$ cat src/rtl/ysyx_24080014_pkg.sv
// Shared definitions for the ysyx_24080014 load/store unit: FSM states,
// RV32 width codes, byte-mask patterns and small request-decode helpers.
package ysyx_24080014_pkg;

   typedef enum logic [1:0] {
      ST_IDLE = 2'd0,
      ST_MEM  = 2'd1,
      ST_RESP = 2'd2
   } lsu_state_e;

   typedef enum logic [2:0] {
      F3_B  = 3'b000,
      F3_H  = 3'b001,
      F3_W  = 3'b010,
      F3_BU = 3'b100,
      F3_HU = 3'b101
   } lsu_width_e;

   localparam logic [3:0] MASK_B = 4'b0001;
   localparam logic [3:0] MASK_H = 4'b0011;
   localparam logic [3:0] MASK_W = 4'b1111;

   localparam int CNT_W = 8;

   // Stores only have B/H/W forms; the unsigned codes are load-only.
   function automatic logic f3Legal(input logic isStore, input logic [2:0] f3);
      logic ok;
      ok = 1'b0;
      case (f3)
         F3_B, F3_H, F3_W: ok = 1'b1;
         F3_BU, F3_HU:     ok = ~isStore;
         default:          ok = 1'b0;
      endcase
      return ok;
   endfunction

   function automatic logic isMisaligned(input logic [2:0] f3, input logic [1:0] off);
      logic mis;
      mis = 1'b0;
      case (f3)
         F3_H, F3_HU: mis = off[0];
         F3_W:        mis = (off != 2'b00);
         default:     mis = 1'b0;
      endcase
      return mis;
   endfunction

   function automatic logic [7:0] storeWmask(input logic [2:0] f3, input logic [1:0] off);
      logic [7:0] m;
      m = 8'h00;
      case (f3)
         F3_B:    m = {4'b0000, MASK_B << off};
         F3_H:    m = {4'b0000, MASK_H << off};
         F3_W:    m = {4'b0000, MASK_W};
         default: m = 8'h00;
      endcase
      return m;
   endfunction

endpackage

$ cat src/rtl/ysyx_24080014_lsu_if.sv
// Memory-stage bus between the LSU (master) and the data memory (slave).
interface ysyx_24080014_lsu_if;

   logic        valid;
   logic        ren;
   logic        wen;
   logic [31:0] addr;
   logic [7:0]  wmask;
   logic [31:0] wdata;
   logic [31:0] rdata;
   logic        ready;

   modport master (
      output valid, ren, wen, addr, wmask, wdata,
      input  rdata, ready
   );

   modport slave (
      input  valid, ren, wen, addr, wmask, wdata,
      output rdata, ready
   );

endinterface

$ cat src/rtl/ysyx_24080014_load_align.sv
// Combinational load alignment: moves the addressed lane down to bit 0
// and zero/sign-extends it according to the RV32 width code.
module ysyx_24080014_load_align
   import ysyx_24080014_pkg::*;
(
   input  logic [31:0] rdata_i,
   input  logic [1:0]  off_i,
   input  logic [2:0]  funct3_i,
   output logic [31:0] data_o
);

   logic [31:0] shifted;

   assign shifted = rdata_i >> {off_i, 3'b000};

   always_comb begin
      data_o = 32'h0;
      case (funct3_i)
         F3_B:    data_o = {{24{shifted[7]}}, shifted[7:0]};
         F3_H:    data_o = {{16{shifted[15]}}, shifted[15:0]};
         F3_W:    data_o = shifted;
         F3_BU:   data_o = {24'h0, shifted[7:0]};
         F3_HU:   data_o = {16'h0, shifted[15:0]};
         default: data_o = 32'h0;
      endcase
   end

endmodule

$ cat src/rtl/ysyx_24080014_lsu.sv
// RV32 load/store unit: accepts one execute-stage request, issues a single
// memory access with a watchdog, then holds the response until taken.
module ysyx_24080014_lsu
   import ysyx_24080014_pkg::*;
#(
   parameter int TIMEOUT = 255
) (
   input  logic                       clk,
   input  logic                       rst_n,
   input  logic                       in_valid_i,
   output logic                       in_ready_o,
   input  logic                       is_load_i,
   input  logic                       is_store_i,
   input  logic [2:0]                 funct3_i,
   input  logic [31:0]                addr_i,
   input  logic [31:0]                wdata_i,
   ysyx_24080014_lsu_if.master        mem,
   output logic                       out_valid_o,
   input  logic                       out_ready_i,
   output logic [31:0]                out_rdata_o,
   output logic                       out_misalign_o,
   output logic                       out_err_o
);

   lsu_state_e        state_q;
   logic [CNT_W-1:0]  cnt_q;
   logic [CNT_W-1:0]  cnt_d;
   logic              is_load_q;
   logic [2:0]        funct3_q;
   logic [1:0]        off_q;
   logic              in_ready_q;
   logic              mem_valid_q;
   logic              mem_ren_q;
   logic              mem_wen_q;
   logic [31:0]       mem_addr_q;
   logic [7:0]        mem_wmask_q;
   logic [31:0]       mem_wdata_q;
   logic              out_valid_q;
   logic [31:0]       out_rdata_q;
   logic              out_misalign_q;
   logic              out_err_q;

   logic              accept;
   logic              req_err_d;
   logic              req_mis_d;
   logic              req_mem_d;
   logic [7:0]        mem_wmask_d;
   logic [31:0]       mem_wdata_d;
   logic              timeout_hit;
   logic [31:0]       load_data;

   assign accept      = in_valid_i & in_ready_q;
   assign req_err_d   = (is_load_i & is_store_i) |
                        ((is_load_i | is_store_i) & ~f3Legal(is_store_i, funct3_i));
   assign req_mis_d   = (is_load_i | is_store_i) & isMisaligned(funct3_i, addr_i[1:0]);
   assign req_mem_d   = is_load_i | is_store_i;
   assign mem_wmask_d = is_store_i ? storeWmask(funct3_i, addr_i[1:0]) : 8'h00;
   assign mem_wdata_d = wdata_i << {addr_i[1:0], 3'b000};
   assign cnt_d       = cnt_q + 1'b1;
   // mem_ready is tested before this, so a reply on the last allowed cycle still completes.
   assign timeout_hit = (cnt_d == CNT_W'(TIMEOUT));

   ysyx_24080014_load_align u_load_align (
      .rdata_i  (mem.rdata),
      .off_i    (off_q),
      .funct3_i (funct3_q),
      .data_o   (load_data)
   );

   always_ff @(posedge clk) begin
      if (!rst_n) begin
         state_q        <= ST_IDLE;
         cnt_q          <= '0;
         is_load_q      <= 1'b0;
         funct3_q       <= 3'b000;
         off_q          <= 2'b00;
         in_ready_q     <= 1'b1;
         mem_valid_q    <= 1'b0;
         mem_ren_q      <= 1'b0;
         mem_wen_q      <= 1'b0;
         mem_addr_q     <= 32'h0;
         mem_wmask_q    <= 8'h00;
         mem_wdata_q    <= 32'h0;
         out_valid_q    <= 1'b0;
         out_rdata_q    <= 32'h0;
         out_misalign_q <= 1'b0;
         out_err_q      <= 1'b0;
      end else begin
         case (state_q)
            ST_IDLE: begin
               if (accept) begin
                  in_ready_q <= 1'b0;
                  is_load_q  <= is_load_i;
                  funct3_q   <= funct3_i;
                  off_q      <= addr_i[1:0];
                  cnt_q      <= '0;
                  if (req_err_d) begin
                     state_q     <= ST_RESP;
                     out_valid_q <= 1'b1;
                     out_err_q   <= 1'b1;
                     out_rdata_q <= 32'h0;
                  end else if (req_mis_d) begin
                     state_q        <= ST_RESP;
                     out_valid_q    <= 1'b1;
                     out_misalign_q <= 1'b1;
                     out_rdata_q    <= 32'h0;
                  end else if (req_mem_d) begin
                     state_q     <= ST_MEM;
                     mem_valid_q <= 1'b1;
                     mem_ren_q   <= is_load_i;
                     mem_wen_q   <= is_store_i;
                     mem_addr_q  <= {addr_i[31:2], 2'b00};
                     mem_wmask_q <= mem_wmask_d;
                     mem_wdata_q <= mem_wdata_d;
                  end else begin
                     state_q     <= ST_RESP;
                     out_valid_q <= 1'b1;
                     out_rdata_q <= 32'h0;
                  end
               end
            end
            ST_MEM: begin
               if (mem.ready || timeout_hit) begin
                  state_q     <= ST_RESP;
                  cnt_q       <= '0;
                  mem_valid_q <= 1'b0;
                  mem_ren_q   <= 1'b0;
                  mem_wen_q   <= 1'b0;
                  mem_addr_q  <= 32'h0;
                  mem_wmask_q <= 8'h00;
                  mem_wdata_q <= 32'h0;
                  out_valid_q <= 1'b1;
                  if (mem.ready) begin
                     out_rdata_q <= is_load_q ? load_data : 32'h0;
                     out_err_q   <= 1'b0;
                  end else begin
                     out_rdata_q <= 32'h0;
                     out_err_q   <= 1'b1;
                  end
               end else begin
                  cnt_q <= cnt_d;
               end
            end
            ST_RESP: begin
               if (out_ready_i) begin
                  state_q        <= ST_IDLE;
                  in_ready_q     <= 1'b1;
                  out_valid_q    <= 1'b0;
                  out_rdata_q    <= 32'h0;
                  out_misalign_q <= 1'b0;
                  out_err_q      <= 1'b0;
               end
            end
            default: begin
               state_q    <= ST_IDLE;
               in_ready_q <= 1'b1;
            end
         endcase
      end
   end

   assign in_ready_o     = in_ready_q;
   assign mem.valid      = mem_valid_q;
   assign mem.ren        = mem_ren_q;
   assign mem.wen        = mem_wen_q;
   assign mem.addr       = mem_addr_q;
   assign mem.wmask      = mem_wmask_q;
   assign mem.wdata      = mem_wdata_q;
   assign out_valid_o    = out_valid_q;
   assign out_rdata_o    = out_rdata_q;
   assign out_misalign_o = out_misalign_q;
   assign out_err_o      = out_err_q;

endmodule

$ cat src/flat_wrapper.sv
// flat-port wrapper written by rule: the top's interface ports become plain ports
module ysyx_24080014_lsu_flat import ysyx_24080014_pkg::*;
#(
   parameter int TIMEOUT = 255
)
  (clk, rst_n, in_valid_i, in_ready_o, is_load_i, is_store_i, funct3_i, addr_i, wdata_i, out_valid_o, out_ready_i, out_rdata_o, out_misalign_o, out_err_o, mem_valid, mem_ren, mem_wen, mem_addr, mem_wmask, mem_wdata, mem_rdata, mem_ready);
  ysyx_24080014_lsu_if mem_i ();
  input  logic clk;
  input  logic rst_n;
  input  logic in_valid_i;
  output logic in_ready_o;
  input  logic is_load_i;
  input  logic is_store_i;
  input  logic [2:0] funct3_i;
  input  logic [31:0] addr_i;
  input  logic [31:0] wdata_i;
  output logic out_valid_o;
  input  logic out_ready_i;
  output logic [31:0] out_rdata_o;
  output logic out_misalign_o;
  output logic out_err_o;
  output wire logic [$bits(mem_i.valid)-1:0] mem_valid;
  output wire logic [$bits(mem_i.ren)-1:0] mem_ren;
  output wire logic [$bits(mem_i.wen)-1:0] mem_wen;
  output wire logic [$bits(mem_i.addr)-1:0] mem_addr;
  output wire logic [$bits(mem_i.wmask)-1:0] mem_wmask;
  output wire logic [$bits(mem_i.wdata)-1:0] mem_wdata;
  input wire logic [$bits(mem_i.rdata)-1:0] mem_rdata;
  input wire logic [$bits(mem_i.ready)-1:0] mem_ready;
  assign mem_valid = mem_i.valid;
  assign mem_ren = mem_i.ren;
  assign mem_wen = mem_i.wen;
  assign mem_addr = mem_i.addr;
  assign mem_wmask = mem_i.wmask;
  assign mem_wdata = mem_i.wdata;
  assign mem_i.rdata = mem_rdata;
  assign mem_i.ready = mem_ready;
  ysyx_24080014_lsu #(.TIMEOUT(TIMEOUT)) u_core (.clk(clk), .rst_n(rst_n), .in_valid_i(in_valid_i), .in_ready_o(in_ready_o), .is_load_i(is_load_i), .is_store_i(is_store_i), .funct3_i(funct3_i), .addr_i(addr_i), .wdata_i(wdata_i), .mem(mem_i), .out_valid_o(out_valid_o), .out_ready_i(out_ready_i), .out_rdata_o(out_rdata_o), .out_misalign_o(out_misalign_o), .out_err_o(out_err_o));
endmodule
$ cat config.mk
export PLATFORM = sky130hd
export DESIGN_NAME = ysyx_24080014_lsu_flat
export DESIGN_NICKNAME = d
export VERILOG_FILES = /design/src/rtl/ysyx_24080014_pkg.sv /design/src/rtl/ysyx_24080014_lsu_if.sv /design/src/rtl/ysyx_24080014_load_align.sv /design/src/rtl/ysyx_24080014_lsu.sv /design/src/flat_wrapper.sv
export SDC_FILE = /design/constraint.sdc
export NUM_CORES = 1
export LEC_CHECK = 0
export ABC_CLOCK_PERIOD_IN_PS = 5800
export CELL_PAD_IN_SITES_DETAIL_PLACEMENT = 1
export CELL_PAD_IN_SITES_GLOBAL_PLACEMENT = 2
export CORE_UTILIZATION = 27
export CTS_CLUSTER_SIZE = 14
export DETAILED_ROUTE_END_ITERATION = 16
export PLACE_DENSITY_LB_ADDON = 0.1
export SETUP_SLACK_MARGIN = 0.3
export SYNTH_ARGS = -nofsm -noshare
export SYNTH_HDL_FRONTEND = slang
export SYNTH_HIERARCHICAL = 1
export SYNTH_SLANG_ARGS = --single-unit
$ cat constraint.sdc
create_clock -name clk -period 5.8 [get_ports clk]
set_clock_uncertainty 0.1 [all_clocks]
set_input_delay 0.87 -clock clk [delete_from_list [all_inputs] [get_ports clk]]
set_output_delay 0.87 -clock clk [all_outputs]
set_load 0.03 [all_outputs]
### Word-level counts from Yosys, hierarchy flattened

Index checks and enable logic that the tools add are counted.

* flip-flop bits (word level): 127
* input port bits: 106
* output and inout port bits: 111

* bitwise logic cells: 9
* shifts and indexed selects: 4
* add/subtract/negate cells: 1
* muxes and demuxes: 76
* reduce and logical (&&, ||, !) cells: 19
* equal/unequal tests: 20

Operators by type and width (number)
* $mux 32: 17
* $pmux 32 s5: 1
* $pmux 32 s2: 2
* $pmux 32 s3: 1
* $mux 8: 7
* $pmux 8 s2: 2
* $shl 32x5->32: 1
* $shr 32x5->32: 1
* $mux 1: 28
* $reduce_and 5->1: 3
* $eq 3x3->1 const B: 4
* $mux 2: 6
* $pmux 1 s2: 6
* $pmux 4 s3: 1
* $ne 2x1->1 const B: 5
* $pmux 1 s3: 3
* $add 8x1->8 const B: 1
* $eq 8x8->1 const B: 1
* $eq 3x1->1 const B: 2
* $eq 3x2->1 const B: 2
* $logic_not 3->1: 2
* $ne 2x2->1 const B: 3
* $pmux 2 s3: 1
* $reduce_and 3->1: 2
* other kinds (17): 27

### Longest topological paths before layout

Gate-level depths: netlist of the first run.

* depth in word-level cells: 9
* gate-level depth with buffers: 10
* gate-level depth less buffers: 8

### Cells and area by module

Netlist of the first run, hierarchy kept.

Modules (own cells, without submodules)
* ysyx_24080014_lsu: area each 5372.7 sq um, cells an instance 638, instances 1
* ysyx_24080014_load_align: area each 803.3 sq um, cells an instance 109, instances 1

### Worst setup path after synthesis of the first run

Ideal clock, no wire load.

* path kind: input -> register
* start: in funct3_i[1]
* end: reg u_core.mem_wmask_q[1] (netlist: u_core/mem.wmask[1])
* cell stages on the path: 9
* setup slack: 3.147 ns
* arrival: 2.466 ns
* required time: 5.613 ns
* path through: clkbuf_1 -> o21ai_0 -> a32oi_1 -> o21ai_1 -> nand4_1 -> clkbuf_1 -> clkbuf_1 -> nand3_1 -> o31ai_1

* cells in the longest elaborated chain, start to end: 8

RTL lines
* start: declaration: line flat_wrapper.sv:14 `input logic [2:0] funct3_i;`
* $eq 3x2->1 (tied with other cells): line ysyx_24080014_pkg.sv:29, ysyx_24080014_pkg.sv:40, ysyx_24080014_pkg.sv:51
* $pmux 4 s3 (tied with other cells): line ysyx_24080014_pkg.sv:51 `case (f3)`
* $mux 4 or $pmux 1 s2 (tied branches): line ysyx_24080014_lsu.sv:57, ysyx_24080014_pkg.sv:29
* $mux 8 or $not 1->1 (tied branches): line ysyx_24080014_lsu.sv:107, ysyx_24080014_lsu.sv:54
* $mux 8 or $and 1x1->1 (tied branches): line ysyx_24080014_lsu.sv:102, ysyx_24080014_lsu.sv:54
* $mux 8 or $or 1x1->1 (tied branches): line ysyx_24080014_lsu.sv:97, ysyx_24080014_lsu.sv:53
* $mux 8 or $ne 2x2->1 (tied branches)
* $pmux 8 s2 or $reduce_and 6->1 (tied branches)
* end signal: assignment: line ysyx_24080014_lsu.sv:113 `mem_wmask_q <= mem_wmask_d;`
* end: declaration: line ysyx_24080014_lsu.sv:36 `logic [7:0] mem_wmask_q;`

Several ways; a longest one is shown, not always the timed one. The select of a mux whose other input is x is not followed.
A chain may end at the register's enable or synchronous reset.

### Worst setup path in the final report of the first run

* start: in addr_i[0]
* end: reg u_core.out_rdata_q[3] (netlist: u_core/out_rdata_o[3])

* cells in the longest elaborated chain, start to end: 7

RTL lines
* start: declaration: line flat_wrapper.sv:15 `input logic [31:0] addr_i;`
* $reduce_bool 2->1: line ysyx_24080014_pkg.sv:42 `F3_W: mis = (off != 2'b00);`
* $pmux 1 s2 (*): line ysyx_24080014_pkg.sv:40 `case (f3)`
* $and 1x1->1 (*): line ysyx_24080014_lsu.sv:55 `assign req_mis_d = (is_load_i | is_store_i) & isMisaligned(funct3_i, addr_i[1:0]);`
* $mux 32: line ysyx_24080014_lsu.sv:102 `end else if (req_mis_d) begin`
* $mux 32: line ysyx_24080014_lsu.sv:97 `if (req_err_d) begin`
* $mux 32: line ysyx_24080014_lsu.sv:91 `if (accept) begin`
* $pmux 32 s3: line ysyx_24080014_lsu.sv:89 `case (state_q)`
* end signal: assignment: line ysyx_24080014_lsu.sv:134 `out_rdata_q <= is_load_q ? load_data : 32'h0;`
* end: declaration: line ysyx_24080014_lsu.sv:39 `logic [31:0] out_rdata_q;`

Mark *: on every way between the ends. The rest lies on a longest branch, timed or not. The select of a mux whose other input is x is not followed.

==> metrics.txt, run 1 <==
# TYPE chip_impl_metric gauge
chip_impl_metric{name="max_freq",unit="GHz"} 0.2761
chip_impl_metric{name="synth-seq-cells",unit=""} 121
chip_impl_metric{name="ys.warnings.count",unit=""} 6
chip_impl_metric{name="floorplan.die.width",unit="µm"} 153.2
chip_impl_metric{name="layout_cells_sized_above_1",unit="%"} 6.838
chip_impl_metric{name="ir_drop",unit="V"} 0.0001853
chip_impl_metric{name="internal_power",unit="mW"} 1.873
chip_impl_metric{name="cts.reportedPaths.clkPinSlew",unit="ps"} 60
chip_impl_metric{name="gp_congestion",unit=""} 0.7839
chip_impl_metric{name="route.vias.total",unit=""} 6120
chip_impl_metric{name="finish.net_count",unit=""} 1036
chip_impl_metric{name="timing.setup.tns",unit="ps"} 0
chip_impl_metric{name="report.final.hold_viol_count",unit=""} 0
chip_impl_metric{name="critical_path.max_fanout",unit=""} 33
chip_impl_metric{name="num_io_pins",unit=""} 217
chip_impl_metric{name="timing.max_cap.violations",unit=""} 0
chip_impl_metric{name="tritoncts.num_buffers",unit=""} 17
chip_impl_metric{name="switching_power",unit="mW"} 0.9560
chip_impl_info{name="rr_startpoint",value="u_core/cnt_q[1]"} 1
chip_impl_metric{name="grt_first_pass_wirelength",unit="µm"} 34710
chip_impl_metric{name="drt_pre_antenna_iters",unit=""} 4
chip_impl_metric{name="dieArea",unit="µm²"} 23480
chip_impl_metric{name="detail_route.vias_per_cell",unit=""} 5.033
chip_impl_metric{name="drtAntennaViolNets",unit=""} 0
chip_impl_metric{name="post-route-min-period",unit="ps"} 3622
chip_impl_info{name="rsz0062_at_grt",value="no"} 1
chip_impl_info{name="synth_top_family_by_area",value="simple AND/OR/NAND/NOR gates"} 1
chip_impl_info{name="cp_capture_type",value="flip-flop"} 1
chip_impl_metric{name="register_to_register_path_depth",unit=""} 7
chip_impl_info{name="critical_path.startpoint_type",value="primary input"} 1
chip_impl_metric{name="ctsHtreeMaxLevel",unit=""} 4
chip_impl_metric{name="antenna_cells",unit=""} 0
chip_impl_metric{name="placed_cell_area",unit="µm²"} 8401
chip_impl_info{name="tritoncts_clock_tree",value="built"} 1
chip_impl_metric{name="design.core.area",unit="µm²"} 22090
chip_impl_metric{name="pre_cts_slack",unit="ps"} 1715
chip_impl_info{name="rr_endpoint",value="u_core/out_rdata_o[3]"} 1
chip_impl_metric{name="synth_compound_gate_area_share",unit="%"} 20.40
chip_impl_metric{name="power_per_cell_area",unit="nW/µm²"} 315.7
chip_impl_metric{name="antenna_found_initial",unit=""} 0
chip_impl_metric{name="postSynth.asyncResetShare",unit="%"} 0
chip_impl_metric{name="synth.avg_cell_area",unit="µm²"} 8.268
chip_impl_metric{name="worst-endpoint-arrival",unit="ps"} 3840
chip_impl_metric{name="power.clock.fraction",unit="%"} 36.0
chip_impl_metric{name="smallest_setup_slack_after_layout",unit="ps"} 2178
chip_impl_metric{name="distinct_cell_type_count_of_the_synthesized_netlist",unit=""} 64
chip_impl_metric{name="report.final.setup_viol",unit=""} 0
chip_impl_metric{name="grt_max_degree",unit=""} 80
chip_impl_metric{name="tightestPinTransition",unit="ps"} 1158
chip_impl_metric{name="grt_overflow",unit=""} 0
chip_impl_metric{name="floorplan.initialDensity",unit="%"} 27.95
chip_impl_metric{name="timing.hold.worst_path_depth",unit=""} 2
chip_impl_metric{name="gr-usage-all-layers",unit="%"} 18.73
chip_impl_metric{name="postCtsSetupBuffers",unit=""} 0
chip_impl_metric{name="drcViolationCount",unit=""} 0
chip_impl_metric{name="clkLatencyLatePin",unit="ps"} 410
chip_impl_metric{name="period_share",unit="%"} 62.45
chip_impl_metric{name="clock_tree.buffer_depth",unit=""} 2
chip_impl_metric{name="wirelength",unit="µm"} 21860
chip_impl_metric{name="power.static_leakage",unit="nW"} 3.243
chip_impl_metric{name="syn-cell-area",unit="µm²"} 6176
chip_impl_info{name="worst_hold_check_path_type",value="flip-flop to flip-flop"} 1
chip_impl_metric{name="cts_hold_buf",unit=""} 0
chip_impl_metric{name="worst-endpoint-required",unit="ps"} 6020
chip_impl_metric{name="maxSlewViolCount",unit=""} 0
chip_impl_metric{name="die_h",unit="µm"} 153.2
chip_impl_metric{name="core.rowCount",unit=""} 54
chip_impl_metric{name="final_design_area_no_fill",unit="µm²"} 8962
chip_impl_info{name="cts_root_buffer",value="sky130_fd_sc_hd__clkbuf_16"} 1
chip_impl_info{name="min_from",value="u_core/mem.addr[3]"} 1
chip_impl_metric{name="synth_sequential_area_ratio",unit="%"} 39.22
chip_impl_metric{name="yosys.area_share.simple",unit="%"} 20.42
chip_impl_metric{name="p_seq_share",unit="%"} 33.4
chip_impl_metric{name="dpl.hpwl",unit="µm"} 15600
chip_impl_info{name="synth-main-ff-cell",value="sky130_fd_sc_hd__dfxtp_1"} 1
chip_impl_metric{name="syn-instance-count",unit=""} 747
chip_impl_metric{name="post_cts.resized_instances",unit=""} 0
chip_impl_metric{name="slew_headroom",unit="%"} 22.78
chip_impl_info{name="result_of_the_run",value="finished clean"} 1
chip_impl_metric{name="xor_xnor_fraction_of_synth_area",unit="%"} 0
chip_impl_metric{name="combinational_share_of_power",unit="%"} 30.6
chip_impl_info{name="worst_hold_path.endpoint",value="u_core/mem.addr[3]"} 1
chip_impl_metric{name="filler_cell_count",unit=""} 2544
chip_impl_metric{name="layout-area-overhead-vs-synth",unit="%"} 45.12
chip_impl_metric{name="reg2reg_setup_slack",unit="ps"} 2190
chip_impl_metric{name="sw_frac_of_total",unit="%"} 33.79
chip_impl_metric{name="drtIter0Drc",unit=""} 220
chip_impl_metric{name="first_global_vias",unit=""} 6328
chip_impl_metric{name="count_of_input_and_output_buffers",unit=""} 210
chip_impl_metric{name="synth_enable_flop_cells",unit=""} 0
chip_impl_metric{name="clkSinkCount",unit=""} 121
chip_impl_metric{name="route.detailed.wl_per_inst",unit="µm"} 17.98
chip_impl_metric{name="synth_adder_area_share",unit="%"} 1.216
chip_impl_metric{name="synth.mux.area_fraction",unit="%"} 13.07
chip_impl_info{name="critPathKind",value="primary input to flip-flop"} 1
## placed cells by master, fill, tap and decap left out, types with 16 or more instances in the layout
master and instances:
sky130_fd_sc_hd__nand3_1 60, sky130_fd_sc_hd__mux2i_1 69, sky130_fd_sc_hd__a32o_1 16, sky130_fd_sc_hd__nor2_1 16, sky130_fd_sc_hd__a211oi_1 16, sky130_fd_sc_hd__clkdlybuf4s50_1 209, sky130_fd_sc_hd__nand2_1 153, sky130_fd_sc_hd__dfxtp_1 121
sky130_fd_sc_hd__clkbuf_16 17, sky130_fd_sc_hd__o21ai_0 32, sky130_fd_sc_hd__o21ai_1 50, sky130_fd_sc_hd__a21oi_1 19
## metrics by stage
stage | hold slack [ps] | std cells | util, % | total power, mW
6_report | 356.6 | 1216 | 40.57 | 2.829
2_1_floorplan | 332.3 | 752 | - | 1.522
3_5_place_dp | 352.1 | 1185 | 38.02 | 1.835
5_1_grt | 380.5 | 1216 | 40.57 | 2.982
3_3_place_gp | 343.4 | 1185 | 38.02 | 1.823
4_1_cts | 361.1 | 1216 | 40.57 | 2.875
## routing by layer
| layer | vias to the layer above | global-route usage [%] | wire [µm] |
|---|---|---|---|
| li1 | 3009 | - | - |
| met1 | 2913 | 23.45 | 9986 |
| met2 | 174 | 30.88 | 10150 |
| met3 | 24 | 5.274 | 1418 |
| met4 | 0 | 6.061 | 310 |
| met5 | - | 0 | 0 |
## worst max-delay path, cell delays in order
cell and delay, ps:
sky130_fd_sc_hd__clkdlybuf4s50_1 450, sky130_fd_sc_hd__buf_4 380, sky130_fd_sc_hd__nor2_1 100, sky130_fd_sc_hd__o32ai_1 450, sky130_fd_sc_hd__nor3_1 130, sky130_fd_sc_hd__or4_2 1070, sky130_fd_sc_hd__mux2i_1 350
## cells by family after synthesis
logic type                 Yosys count
and+or+nand+nor                    278
AOI/OAI and AO/OA                  187
DFF                                121
muxes                               79
buffers and inverters               75
adders and majority gates            6
other                                1
## final cells by class
cell class	instances	area, µm²	share of cell area [%]
well taps	280	350.3	3.909
multi-input cells	556	3435	38.32
clock buffers	20	436.7	4.872
repair buffers	217	2152	24.01
clock inverters	11	125.1	1.396
flip-flops and latches	121	2422	27.03
inverters	11	41.29	0.4607
## power by group through the flow
stage                     registers [mW]  logic [mW]  clock network (mW)
after CTS                          0.946       0.876                1.05
after floorplan                     1.07       0.454                   0
after detailed placement           0.962       0.873                   0
after global routing               0.953       0.937                1.09
after global placement             0.959       0.864                   0
final                              0.944       0.865                1.02
## synthesized netlist by cell type (4+ instances only)
| cell type | number | area (µm²) |
|---|---|---|
| sky130_fd_sc_hd__nand2_1 | 153 | 574.3 |
| sky130_fd_sc_hd__dfxtp_1 | 121 | 2422 |
| sky130_fd_sc_hd__mux2i_1 | 69 | 690.7 |
| sky130_fd_sc_hd__nand3_1 | 60 | 300.3 |
| sky130_fd_sc_hd__o21ai_1 | 50 | 250.2 |
| sky130_fd_sc_hd__clkbuf_1 | 45 | 168.9 |
| sky130_fd_sc_hd__o21ai_0 | 32 | 160.2 |
| sky130_fd_sc_hd__a21oi_1 | 19 | 95.09 |
| sky130_fd_sc_hd__nor2_1 | 17 | 63.81 |
| sky130_fd_sc_hd__a211oi_1 | 16 | 120.1 |
| sky130_fd_sc_hd__a32o_1 | 16 | 160.2 |
| sky130_fd_sc_hd__nor2b_1 | 15 | 93.84 |
| sky130_fd_sc_hd__inv_1 | 10 | 37.54 |
| sky130_fd_sc_hd__o211ai_1 | 10 | 75.07 |
| sky130_fd_sc_hd__a21o_1 | 9 | 67.56 |
| sky130_fd_sc_hd__mux2_2 | 9 | 101.4 |
| sky130_fd_sc_hd__buf_4 | 8 | 60.06 |
| sky130_fd_sc_hd__nor3_1 | 7 | 35.03 |
| sky130_fd_sc_hd__ha_1 | 6 | 75.07 |
| sky130_fd_sc_hd__o2bb2ai_1 | 6 | 52.55 |
| sky130_fd_sc_hd__a31oi_1 | 4 | 25.02 |
| sky130_fd_sc_hd__buf_2 | 4 | 20.02 |
| sky130_fd_sc_hd__buf_6 | 4 | 45.04 |
## worst max path at each step
stage / endpoint / start / depth (start not counted)
6_report: u_core/out_rdata_o[3] / addr_i[0] / 7
3_3_place_gp: u_core/out_rdata_o[29] / addr_i[0] / 7
3_5_place_dp: u_core/out_rdata_o[3] / addr_i[0] / 7
4_1_cts: u_core/out_rdata_o[3] / u_core/cnt_q[1] / 7
5_1_grt: u_core/out_rdata_o[3] / u_core/cnt_q[1] / 7
2_1_floorplan: u_core/mem.wmask[1] / funct3_i[1] / 9
## registers in the layout (all words and copies together) (netlist names)
name / flops
u_core/mem.wdata: 32
u_core/out_rdata_o: 32
u_core/mem.addr: 30
u_core/cnt_q: 8
u_core/mem.wmask: 4
u_core/funct3_q: 3
u_core/off_q: 2
u_core/state_q: 2
u_core/in_ready_o: 1
u_core/is_load_q: 1
u_core/mem.ren: 1
u_core/mem.valid: 1
u_core/mem.wen: 1
u_core/out_err_o: 1
u_core/out_misalign_o: 1
u_core/out_valid_o: 1
Power figures use the tool's default switching activity.
==> run 2: changes to the inputs <==
--- a/config.mk
+++ b/config.mk
@@ -5,10 +5,10 @@
 export SDC_FILE = /design/constraint.sdc
 export NUM_CORES = 1
 export LEC_CHECK = 0
-export ABC_CLOCK_PERIOD_IN_PS = 5800
+export ABC_CLOCK_PERIOD_IN_PS = 3800
 export CELL_PAD_IN_SITES_DETAIL_PLACEMENT = 1
 export CELL_PAD_IN_SITES_GLOBAL_PLACEMENT = 2
-export CORE_UTILIZATION = 27
+export CORE_UTILIZATION = 25
 export CTS_CLUSTER_SIZE = 14
 export DETAILED_ROUTE_END_ITERATION = 16
 export PLACE_DENSITY_LB_ADDON = 0.1
==> constraint.sdc (replaced) <==
create_clock -name clk -period 3.8 [get_ports clk]
set_clock_uncertainty 0.1 [all_clocks]
set_input_delay 0.57 -clock clk [delete_from_list [all_inputs] [get_ports clk]]
set_output_delay 0.57 -clock clk [all_outputs]
set_load 0.03 [all_outputs]
==> metrics.txt, run 2 (synthesis gave the netlist of run 1 again) <==
# TYPE chip_impl_metric gauge
chip_impl_metric{name="postCtsSetupBuffers",unit=""} 0
chip_impl_info{name="layout_commonest_cell",value="sky130_fd_sc_hd__clkdlybuf4s50_1"} 1
chip_impl_info{name="crit_path_cell_trace",value="ha_1 -> nand3_2 -> mux2_4 -> o31ai_4 -> nand2_2 -> or4_2 -> buf_4 -> mux2i_1"} 1
chip_impl_info{name="rsz0062_at_grt",value="no"} 1
chip_impl_info{name="result_of_the_run",value="finished clean"} 1
chip_impl_metric{name="floorplan.die.width",unit="µm"} 159.2
chip_impl_metric{name="design.core.area",unit="µm²"} 24250
chip_impl_metric{name="die_h",unit="µm"} 159.2
chip_impl_metric{name="tritoncts.num_buffers",unit=""} 17
chip_impl_metric{name="drcViolationCount",unit=""} 0
chip_impl_metric{name="layout.cells.non_filler",unit=""} 1268
chip_impl_metric{name="ctsHtreeMaxLevel",unit=""} 4
chip_impl_metric{name="power_per_cell_area",unit="nW/µm²"} 496.1
chip_impl_metric{name="grt_first_pass_wirelength",unit="µm"} 36020
chip_impl_metric{name="filler_cell_count",unit=""} 2811
chip_impl_metric{name="antenna_cells",unit=""} 0
chip_impl_metric{name="count_of_input_and_output_buffers",unit=""} 210
chip_impl_metric{name="antenna_found_initial",unit=""} 0
chip_impl_metric{name="ir_drop",unit="V"} 0.0002902
chip_impl_info{name="cts_root_buffer",value="sky130_fd_sc_hd__clkbuf_16"} 1
chip_impl_metric{name="drt_pre_antenna_iters",unit=""} 4
chip_impl_info{name="critPathKind",value="flip-flop to flip-flop"} 1
chip_impl_metric{name="maxSlewViolCount",unit=""} 0
chip_impl_metric{name="floorplan.initialDensity",unit="%"} 25.47
chip_impl_metric{name="critical_path.max_fanout",unit=""} 33
chip_impl_info{name="min_from",value="u_core/mem.addr[6]"} 1
chip_impl_metric{name="gr-usage-all-layers",unit="%"} 17.88
chip_impl_info{name="commonest_cells_after_routing_fill_and_taps_aside",value="208 x sky130_fd_sc_hd__clkdlybuf4s50_1, 153 x sky130_fd_sc_hd__nand2_1, 121 x sky130_fd_sc_hd__dfxtp_1"} 1
chip_impl_metric{name="slew_headroom",unit="%"} 30.49
chip_impl_metric{name="route.detailed.wl_per_inst",unit="µm"} 17.74
chip_impl_metric{name="wirelength",unit="µm"} 22500
chip_impl_metric{name="first_global_vias",unit=""} 6502
chip_impl_metric{name="period_share",unit="%"} 82.15
chip_impl_info{name="cp_top_family",value="simple AND/OR/NAND/NOR gates"} 1
chip_impl_metric{name="cts.reportedPaths.clkPinSlew",unit="ps"} 70
chip_impl_metric{name="clock_tree.buffer_depth",unit=""} 2
chip_impl_metric{name="report.final.setup_viol",unit=""} 0
chip_impl_info{name="rr_endpoint",value="u_core/out_rdata_o[21]"} 1
chip_impl_info{name="tritoncts_clock_tree",value="built"} 1
chip_impl_info{name="worst_hold_path.endpoint",value="u_core/mem.addr[6]"} 1
chip_impl_info{name="critical_path.startpoint_type",value="flip-flop"} 1
chip_impl_metric{name="layout-area-overhead-vs-synth",unit="%"} 48.06
chip_impl_info{name="crit_path_top_delay_cell",value="sky130_fd_sc_hd__or4_2"} 1
chip_impl_metric{name="tightestPinTransition",unit="ps"} 1043
chip_impl_metric{name="dieArea",unit="µm²"} 25340
chip_impl_metric{name="clkLatencyLatePin",unit="ps"} 420
chip_impl_metric{name="finish.net_count",unit=""} 1043
chip_impl_metric{name="core.rowCount",unit=""} 57
chip_impl_metric{name="cts_hold_buf",unit=""} 0
chip_impl_metric{name="worst-endpoint-arrival",unit="ps"} 3300
chip_impl_metric{name="drtAntennaViolNets",unit=""} 0
chip_impl_metric{name="gp_congestion",unit=""} 0.7922
chip_impl_metric{name="timing.hold.worst_path_depth",unit=""} 2
chip_impl_metric{name="place.detailed.instances",unit=""} 1236
chip_impl_metric{name="dpl.hpwl",unit="µm"} 16360
chip_impl_metric{name="post_cts.resized_instances",unit=""} 0
chip_impl_metric{name="crit_path_max_incr_delay",unit="ps"} 650
chip_impl_metric{name="layout_cells_sized_above_1",unit="%"} 8.051
chip_impl_metric{name="grt_max_degree",unit=""} 76
chip_impl_metric{name="timing.max_cap.violations",unit=""} 0
chip_impl_metric{name="reg2reg_setup_slack",unit="ps"} 680
chip_impl_metric{name="worst-endpoint-required",unit="ps"} 3970
chip_impl_metric{name="clkSinkCount",unit=""} 121
chip_impl_metric{name="power.static_leakage",unit="nW"} 3.322
chip_impl_info{name="worst_hold_check_path_type",value="flip-flop to flip-flop"} 1
chip_impl_metric{name="drtIter0Drc",unit=""} 227
chip_impl_metric{name="register_to_register_path_depth",unit=""} 8
chip_impl_info{name="cp_capture_type",value="flip-flop"} 1
chip_impl_metric{name="cp.buffers_inverters",unit=""} 1
chip_impl_metric{name="max_freq",unit="GHz"} 0.3203
chip_impl_metric{name="power.total",unit="mW"} 4.537
chip_impl_metric{name="detail_route.vias_per_cell",unit=""} 4.833
chip_impl_metric{name="route.vias.total",unit=""} 6128
chip_impl_info{name="rr_startpoint",value="u_core/cnt_q[1]"} 1
chip_impl_metric{name="grt_overflow",unit=""} 0
chip_impl_metric{name="timing.setup.tns",unit="ps"} 0
chip_impl_metric{name="report.final.hold_viol_count",unit=""} 0
chip_impl_metric{name="num_io_pins",unit=""} 217
chip_impl_metric{name="post-route-min-period",unit="ps"} 3122
## run 2: changes by cell type in the layout (fill, tap and decap cells not counted)
cell,previous run,this run
sky130_fd_sc_hd__inv_6,1,3
sky130_fd_sc_hd__clkbuf_1,3,0
sky130_fd_sc_hd__clkinvlp_4,5,3
sky130_fd_sc_hd__inv_8,0,1
sky130_fd_sc_hd__clkdlybuf4s50_1,209,208
sky130_fd_sc_hd__bufinv_16,2,4
sky130_fd_sc_hd__clkinv_4,1,4
sky130_fd_sc_hd__buf_2,0,1
sky130_fd_sc_hd__clkinv_2,2,0
sky130_fd_sc_hd__buf_4,8,15
## run 2: how the worst max path moves through the flow
stage / endpoint / slack [ps] / start / cells after the start
floorplan: u_core/out_rdata_o[10] / 1180 / u_core/cnt_q[1] / 9
global placement: u_core/out_rdata_o[18] / 620 / funct3_i[1] / 7
detailed placement: u_core/mem.wmask[3] / 480 / funct3_i[1] / 8
CTS: u_core/out_rdata_o[14] / 660 / u_core/cnt_q[0] / 8
global route: u_core/mem.ren / 440 / u_core/state_q[1] / 9
finish: u_core/out_rdata_o[21] / 680 / u_core/cnt_q[1] / 8
## run 2: cell type report
class / count / area, µm² / share of cell area [%]
Multi-Input combinational cell: 556 / 3435 / 37.56
Clock buffer: 17 / 425.4 / 4.652
Clock inverter: 15 / 215.2 / 2.354
Tap cell: 324 / 405.4 / 4.433
Inverter: 11 / 41.29 / 0.4516
Timing Repair Buffer: 224 / 2200 / 24.06
Sequential cell: 121 / 2422 / 26.49
## run 2: metrics by stage
stage	util, %	worst slack (ps)	instance area, µm²	hold WS, ps
after floorplan	-	1178	6195	332.3
after global placement	35.07	616.8	8503	339.9
after detailed placement	35.07	476.7	8503	348.7
after CTS	37.71	656.8	9144	356.8
after global routing	37.71	436.7	9144	375.7
final	37.71	678.2	9144	356.1
## run 2: power by group
group,leakage (nW),switching (mW),internal (mW),total [mW]
Combinational,2.04,0.797,0.529,1.33
Clock,0.303,0.653,1.11,1.76
Sequential,0.980,0.0741,1.37,1.45
Total,3.32,1.52,3.01,4.54
## run 2: routing by layer
layer,global-route usage [%],vias up,part of all wire [%]
li1,-,3022,-
met1,22.64,2931,46
met2,29.45,148,47
met3,4.506,27,5.4
met4,6.163,0,1.7
met5,0,-,0
## run 2: worst reg2reg max path, stage by stage (launching register included)
cell and delay, ps:
sky130_fd_sc_hd__dfxtp_1 440, sky130_fd_sc_hd__ha_1 320, sky130_fd_sc_hd__nand3_2 140, sky130_fd_sc_hd__mux2_4 340, sky130_fd_sc_hd__o31ai_4 340, sky130_fd_sc_hd__nand2_2 100, sky130_fd_sc_hd__or4_2 650, sky130_fd_sc_hd__buf_4 330
sky130_fd_sc_hd__mux2i_1 210
